===== src/rtl/i2s_tx_ctrl.sv =====
// rtl/i2s_tx_ctrl.sv - I2S transmit framing controller (ws/sd generation, FIFO bit pacing)
// Optional underrun counter: define I2S_TX_UNDERRUN_CNT_EN to add the underrun_cnt port.
module i2s_tx_ctrl #(
  parameter int   UCNT_W  = 8,
  parameter logic IDLE_WS = 1'b0
) (
  input  logic              sclk,
  input  logic              rst,
  input  logic              frame_size,
  input  logic              mute,
  input  logic              stop,
  input  logic              fifo_empty,
  input  logic              fifo_dout,
  output logic              rd_en,
  output logic              ws,
  output logic              sd,
  output logic              busy,
`ifdef I2S_TX_UNDERRUN_CNT_EN
  output logic              underrun,
  output logic [UCNT_W-1:0] underrun_cnt
`else
  output logic              underrun
`endif
);

  typedef enum logic [1:0] {
    IDLE  = 2'd0,
    LEFT  = 2'd1,
    RIGHT = 2'd2
  } state_t;

  state_t     state;
  logic [4:0] cnt;
  logic       n32;
  logic       skip;
  logic [4:0] last_idx;
  logic       word_end;

  // Index of the LSB for the word length latched at the start of this frame
  assign last_idx = n32 ? 5'd31 : 5'd15;
  assign word_end = (cnt == last_idx);

  // FIFO is advanced on every active bit unless the current word is a zero-filled underrun word
  assign busy  = (state != IDLE);
  assign rd_en = busy & ~skip;

  // Framing FSM: state, bit counter, word length, skip flag, ws/sd and underrun pulse
  always_ff @(posedge sclk) begin
    if (rst) begin
      state    <= IDLE;
      cnt      <= 5'd0;
      n32      <= 1'b0;
      skip     <= 1'b0;
      ws       <= IDLE_WS;
      sd       <= 1'b0;
      underrun <= 1'b0;
    end else begin
      underrun <= 1'b0;
      case (state)
        IDLE: begin
          sd <= 1'b0;
          if (!stop && !fifo_empty) begin
            state <= LEFT;
            cnt   <= 5'd0;
            skip  <= 1'b0;
            n32   <= frame_size;
            // Left channel is selected one sclk ahead of its MSB
            ws    <= 1'b0;
          end else begin
            ws <= IDLE_WS;
          end
        end
        LEFT, RIGHT: begin
          sd <= (mute | skip) ? 1'b0 : fifo_dout;
          if (word_end) begin
            cnt <= 5'd0;
            if (state == RIGHT && stop) begin
              state <= IDLE;
              skip  <= 1'b0;
              ws    <= IDLE_WS;
            end else begin
              // ws flips together with the LSB, leading the next word's MSB by one sclk
              state    <= (state == LEFT) ? RIGHT : LEFT;
              ws       <= (state == LEFT);
              skip     <= fifo_empty;
              underrun <= fifo_empty;
              if (state == RIGHT) begin
                n32 <= frame_size;
              end
            end
          end else begin
            cnt <= cnt + 5'd1;
          end
        end
        default: begin
          state <= IDLE;
          cnt   <= 5'd0;
          skip  <= 1'b0;
          ws    <= IDLE_WS;
          sd    <= 1'b0;
        end
      endcase
    end
  end

`ifdef I2S_TX_UNDERRUN_CNT_EN
  // Saturating count of underrun pulses, cleared only by reset
  always_ff @(posedge sclk) begin
    if (rst) begin
      underrun_cnt <= '0;
    end else if (underrun && (underrun_cnt != {UCNT_W{1'b1}})) begin
      underrun_cnt <= underrun_cnt + 1'b1;
    end
  end
`endif

endmodule


===== config.mk =====
export PLATFORM = sky130hd
export DESIGN_NAME = i2s_tx_ctrl
export DESIGN_NICKNAME = d
export VERILOG_FILES = /design/src/rtl/i2s_tx_ctrl.sv
export SDC_FILE = /design/constraint.sdc
export NUM_CORES = 1
export LEC_CHECK = 0
export ABC_CLOCK_PERIOD_IN_PS = 1900
export BUFFER_PORTS_ARGS = -buffer_cell sky130_fd_sc_hd__buf_2
export CORE_MARGIN = 2
export CORE_UTILIZATION = 44
export CTS_BUF_LIST = sky130_fd_sc_hd__clkbuf_4 sky130_fd_sc_hd__clkbuf_8
export CTS_CLUSTER_SIZE = 12
export DETAILED_ROUTE_END_ITERATION = 10
export PLACE_DENSITY = 0.79
export SLEW_MARGIN = 25
export SYNTH_ARGS = -nofsm -noshare
export SYNTH_HDL_FRONTEND = slang
export SYNTH_SLANG_ARGS = --single-unit

===== constraint.sdc =====
create_clock -name sclk -period 1.9 [get_ports sclk]
set_clock_uncertainty 0.2 [all_clocks]
set_input_delay 0.19 -clock sclk [delete_from_list [all_inputs] [get_ports sclk]]
set_output_delay 0.19 -clock sclk [all_outputs]
set_load 0.01 [all_outputs]

==> results.json, run 1 <==
{
  "outcome": "completed",
  "die_h_um": 42.8,
  "crit_path_start_kind": "flop",
  "slowest_delay_ns": 0.37,
  "cts_setup_buffers": 0,
  "use_met3_pct": 8.09,
  "drv_cap": 0,
  "maxSlewHeadroom_pct": 67.3,
  "setup_ws_ns": 0.111,
  "crit_fanout": 3,
  "final_cells": 113,
  "syn2layout_area_growth_pct": 25.8,
  "core_um2": 1350,
  "cts.path.max_buffers": 2,
  "grt_max_degree": 15,
  "syn_nets": 91,
  "drc_errors": 0,
  "row_count": 13,
  "finalCritPeriodShare_pct": 94.2,
  "yosysWarnings": 0,
  "crit_slowest_cell": "dfxtp_1",
  "clockPowerShare_pct": 17.2,
  "cts-root-buf": "clkbuf_4",
  "via_count": 660,
  "layout_common_cells": "dfxtp_1, buf_2, a21oi_1",
  "min_path_type": "input port to flop",
  "die_x_um": 42.8,
  "comb_power_share_pct": 48.2,
  "critPathTopFamily": "compound AO/OA/AOI/OAI gates",
  "netlist_area_um2": 661,
  "synth_seq_cells": 12,
  "nets": 112,
  "via_per_inst": 5.84,
  "rsz0062_at_grt": "false",
  "detail-route-antenna-nets": 0,
  "drt_wl_total_mm": 1.54,
  "path_cells": "inv_2 > ha_4 > inv_1 > and3_1 > o2111a_1 > a311o_1",
  "cts_tree": "done",
  "overflow": 0,
  "ys_seq_area_share_pct": 36.4,
  "post_dp_cell_area_um2": 767,
  "worst_pin_slew_ns": 0.485,
  "setup_viol": 0,
  "cts_buffers": 3,
  "post_drt_wl_per_cell_um": 13.6,
  "dp_hpwl_mm": 1.10,
  "use_met2_pct": 31.5,
  "power_switching_share_pct": 38.3,
  "dp_slack_ns": 0.0558,
  "grt.busiest_layer": "met2",
  "yosysUniqueCellTypes": 28,
  "n_antenna_cell": 0,
  "grt_pass1_wl_mm": 2.48,
  "power_uw": 892,
  "grt_usage_pct": 17.8,
  "ios": 12,
  "io_buffers": 11,
  "fmax_mhz": 559,
  "cp_data_arrival_time_ns": 1.75,
  "power_frac_seq_pct": 34.6,
  "power_density_nw_per_um2": 1070,
  "antenna_found_initial": 0,
  "finalCriticalPeriod_ns": 1.79,
  "p_switching_uw": 342,
  "gp_congestion": 0.769,
  "required_ns": 1.86,
  "initial_core_util_pct": 48.9,
  "final_area_um2": 831,
  "clk_latency_ns": 0.27,
  "critPathKind": "flop to flop",
  "final.setup.tns_ns": 0,
  "die_area_um2": 1830,
  "p_int_uw": 550,
  "cts_max_level": 1,
  "total_leakage_power_nw": 0.343,
  "slew_violations": 0,
  "hold_viol": 0,
  "syn_avg_cell_area_um2": 8.36,
  "dr.pass1.iters": 4,
  "drt_iter0_markers": 16,
  "critPathBufInv": 2,
  "drive_gt1_share_pct": 28.6,
  "grtUsageMet1_pct": 19.7,
  "ir_drop_v": 0.000713,
  "grt_pass1_vias": 611,
  "placedCellCount": 108,
  "cts.sinks": 12,
  "cp-end-kind": "flop",
  "path_clk_slew_ns": 0.07,
  "syn_inst": 79
}
flip-flops by register name (all words and copies together) (netlist names):
name and cells:
cnt 5, sd 1, underrun 1, state 2, ws 1, n32 1
skip 1
what timing repair did:
| item | in CTS | in global routing |
|---|---|---|
| resized for setup | 0 | 7 |
| hold buffers | 2 | 0 |
| endpoints found under the setup margin | 0 | 4 |
| hold endpoints to repair | 1 | 0 |
logic make-up (layout without fill, tap and decap cells):
| kind of cell | Yosys count | in the layout | share of synthesized area (%) |
|---|---|---|---|
| compound gates | 24 | 24 | 23.1 |
| xor+xnor | 1 | 1 | 2.46 |
| fa+ha+maj | 5 | 5 | 9.47 |
| buf+inv | 9 | 28 | 5.30 |
| flops | 12 | 12 | 36.4 |
| simple gates | 28 | 28 | 23.3 |
cells in the mapped netlist:
library cell  count  area share, %
xnor2_2           1            2.5
inv_1             6            3.4
nor4_1            1           0.95
a311o_1           1            1.5
nor2b_1           1           0.95
or4_1             1            1.1
o21a_1            1            1.1
nand3b_1          1            1.1
nand2_1           6            3.4
or3_1             1           0.95
o21ai_0           6            4.5
dfxtp_1          12             36
nor2_1            6            3.4
a21oi_1           8            6.1
a2111oi_0         1            1.3
nand2b_1          2            1.9
a21oi_2           1            1.3
nand4b_1          2            2.7
nand3_1           3            2.3
o21ai_1           2            1.5
o41ai_1           1            1.3
nor4b_1           2            2.7
o2111a_1          2            3.4
a31oi_1           1           0.95
buf_2             1           0.76
ha_1              5            9.5
clkbuf_1          2            1.1
and3_1            2            1.9
metrics by stage:
| step | utilization, % | hold WS, ns |
|---|---|---|
| 6_report | 61.5 | 0.0482 |
| 5_1_grt | 61.5 | 0.0495 |
| 4_1_cts | 60.0 | 0.0385 |
| 3_5_place_dp | 56.8 | 0.166 |
| 3_3_place_gp | 56.8 | 0.155 |
| 2_1_floorplan | - | 0.0673 |
routing by layer:
metal,up-vias,routed length [um]
met1,308,661
li1,324,-
met3,4,104
met5,-,0
met2,24,757
met4,0,18
worst paths after layout:
kind / startpoint / endpoint / slack, ns / depth (start not counted)
worst max-delay path: state[1] / n32 / 0.11 / 6
worst min-delay path: fifo_empty / underrun / 0.05 / 3
worst max register to register: state[1] / n32 / 0.11 / 6
worst min register to register: ws / ws / 0.27 / 2
power groups by stage:
| stage | combinational, mW | clock (mW) | sequential, mW |
|---|---|---|---|
| detailed placement | 0.390 | 0 | 0.310 |
| global placement | 0.385 | 0 | 0.308 |
| finish | 0.430 | 0.154 | 0.308 |
| floorplan | 0.236 | 0 | 0.306 |
| CTS | 0.397 | 0.160 | 0.305 |
| global route | 0.480 | 0.169 | 0.313 |
layout make-up:
class                      instances  area, um^2
clock buffer                       3        22.5
inverter                           6        22.5
tap                               15        18.8
fill                             117         519
multi-input combinational         58         405
sequential                        12         241
timing repair buffer              19         120
worst min-delay path: stages:
cell and delay, ns:
buf_2 0.12, nand4b_1 0.12, nor2_1 0.05
Power figures use the tool's default switching activity.
==> run 2: changes to the inputs <==
Settings changed: PLACE_DENSITY 0.79 to 0.7, SKIP_CTS_REPAIR_TIMING set to 1.
==> run 2 against run 1 <==
Against the previous run:
- wire length fell by 4.6%
- via count fell by 4.2%
- highest routed layer unchanged
- cell area down 1.8%
- global-route usage down 0.55 points
==> results.json, run 2 (synthesized netlist as in run 1, its figures left out) <==
{
  "setup_viol": 0,
  "drv_cap": 0,
  "initial_core_util_pct": 48.9,
  "n_antenna_cell": 0,
  "power_density_nw_per_um2": 1070,
  "drt_wl_total_mm": 1.47,
  "fin_hold_ws_ns": 0.0346,
  "final.setup.tns_ns": 0,
  "ios": 12,
  "crit_fanout": 4,
  "row_count": 13,
  "via_count": 632,
  "slew_violations": 0,
  "min_path_type": "input port to flop",
  "die_x_um": 42.8,
  "grt_pass1_vias": 553,
  "detail-route-antenna-nets": 0,
  "min_from": "fifo_empty",
  "cp-startpoint": "state[0]",
  "cts.sinks": 12,
  "post_drt_wl_per_cell_um": 13.1,
  "setup_ws_ns": 0.0825,
  "die_h_um": 42.8,
  "die_area_um2": 1830,
  "fillers": 122,
  "overflow": 0,
  "largest_reg_flops": 5,
  "cp-end-kind": "flop",
  "cts-root-buf": "clkbuf_4",
  "ir_drop_v": 0.000730,
  "dr.pass1.iters": 4,
  "finalCriticalPeriod_ns": 1.82,
  "cp_data_arrival_time_ns": 1.77,
  "nets": 111,
  "seqCellArea_um2": 241,
  "hold_viol": 0,
  "final_cells": 112,
  "worst_pin_slew_ns": 0.445,
  "rsz0062_at_grt": "false",
  "total_leakage_power_nw": 0.342,
  "reg2reg_from": "state[0]",
  "dp_hpwl_mm": 1.12,
  "gp_congestion": 0.847,
  "grt_pass1_wl_mm": 2.33,
  "multi_input_area_um2": 398,
  "syn2layout_area_growth_pct": 23.5,
  "via_per_inst": 5.64,
  "outcome": "completed",
  "top_register": "cnt",
  "cts_buffers": 3,
  "power_uw": 874,
  "cts_tree": "done",
  "path_clk_slew_ns": 0.07,
  "grt_max_degree": 15,
  "drt_iter0_markers": 12,
  "fmax_mhz": 550,
  "placedCellCount": 107,
  "grt_usage_pct": 17.3,
  "maxSlewHeadroom_pct": 70.0,
  "core_um2": 1350,
  "layout_common_cells": "dfxtp_1, buf_2, a21oi_1",
  "cts_max_level": 1,
  "cts.path.max_buffers": 2,
  "drc_errors": 0,
  "drive_gt1_share_pct": 23.7,
  "reg_top3": "cnt x5, state x2",
  "io_buffers": 11,
  "clk_latency_ns": 0.27,
  "dp_slack_ns": 0.0259,
  "crit_path_start_kind": "flop",
  "critPathKind": "flop to flop",
  "required_ns": 1.85,
  "finalCritPeriodShare_pct": 95.7,
  "antenna_found_initial": 0
}
[run 2: cell count changes in the layout (fill, tap and decap cells not counted), sizes merged]
cell | previous run | this run
buf | 17 | 16
[run 2: final timing paths]
path / slack (ns) / cells past startpoint / endpoint
min: 0.03 / 3 / underrun
min reg2reg: 0.26 / 2 / ws
max reg2reg: 0.08 / 6 / n32
max: 0.08 / 6 / n32
[run 2: metal layers]
layer	wire, um	global-route usage [%]
met3	67	7.66
met4	7	5.63
met5	0	0
met2	711	27.6
met1	685	20.5
[run 2: cell type report]
class / instances / share of cell area (%)
flip-flops and latches: 12 / 29.6
clock buffers: 3 / 2.76
inverters: 6 / 2.76
repair buffers: 18 / 13.8
multi-input cells: 58 / 48.8
well taps: 15 / 2.30
[run 2: power breakdown]
| part | switching, mW | leakage [nW] | total, mW | internal (mW) |
|---|---|---|---|---|
| sequential | 0.0258 | 0.0974 | 0.307 | 0.281 |
| combinational | 0.233 | 0.230 | 0.421 | 0.188 |
| clock | 0.0727 | 0.0138 | 0.146 | 0.0732 |
| total | 0.331 | 0.342 | 0.874 | 0.542 |
[run 2: worst max-delay path: stages, from the launching register on]
cell and delay [ns]:
dfxtp_2 0.33, inv_1 0.12, ha_1 0.19, a21oi_1 0.07
o2111a_1 0.24, o2111a_1 0.25, a311o_1 0.31
[run 2: through the flow]
step	util [%]	area, um^2
2_1_floorplan	-	661
3_3_place_gp	56.3	759
3_5_place_dp	56.3	759
4_1_cts	57.9	782
5_1_grt	60.4	816
6_report	60.4	816
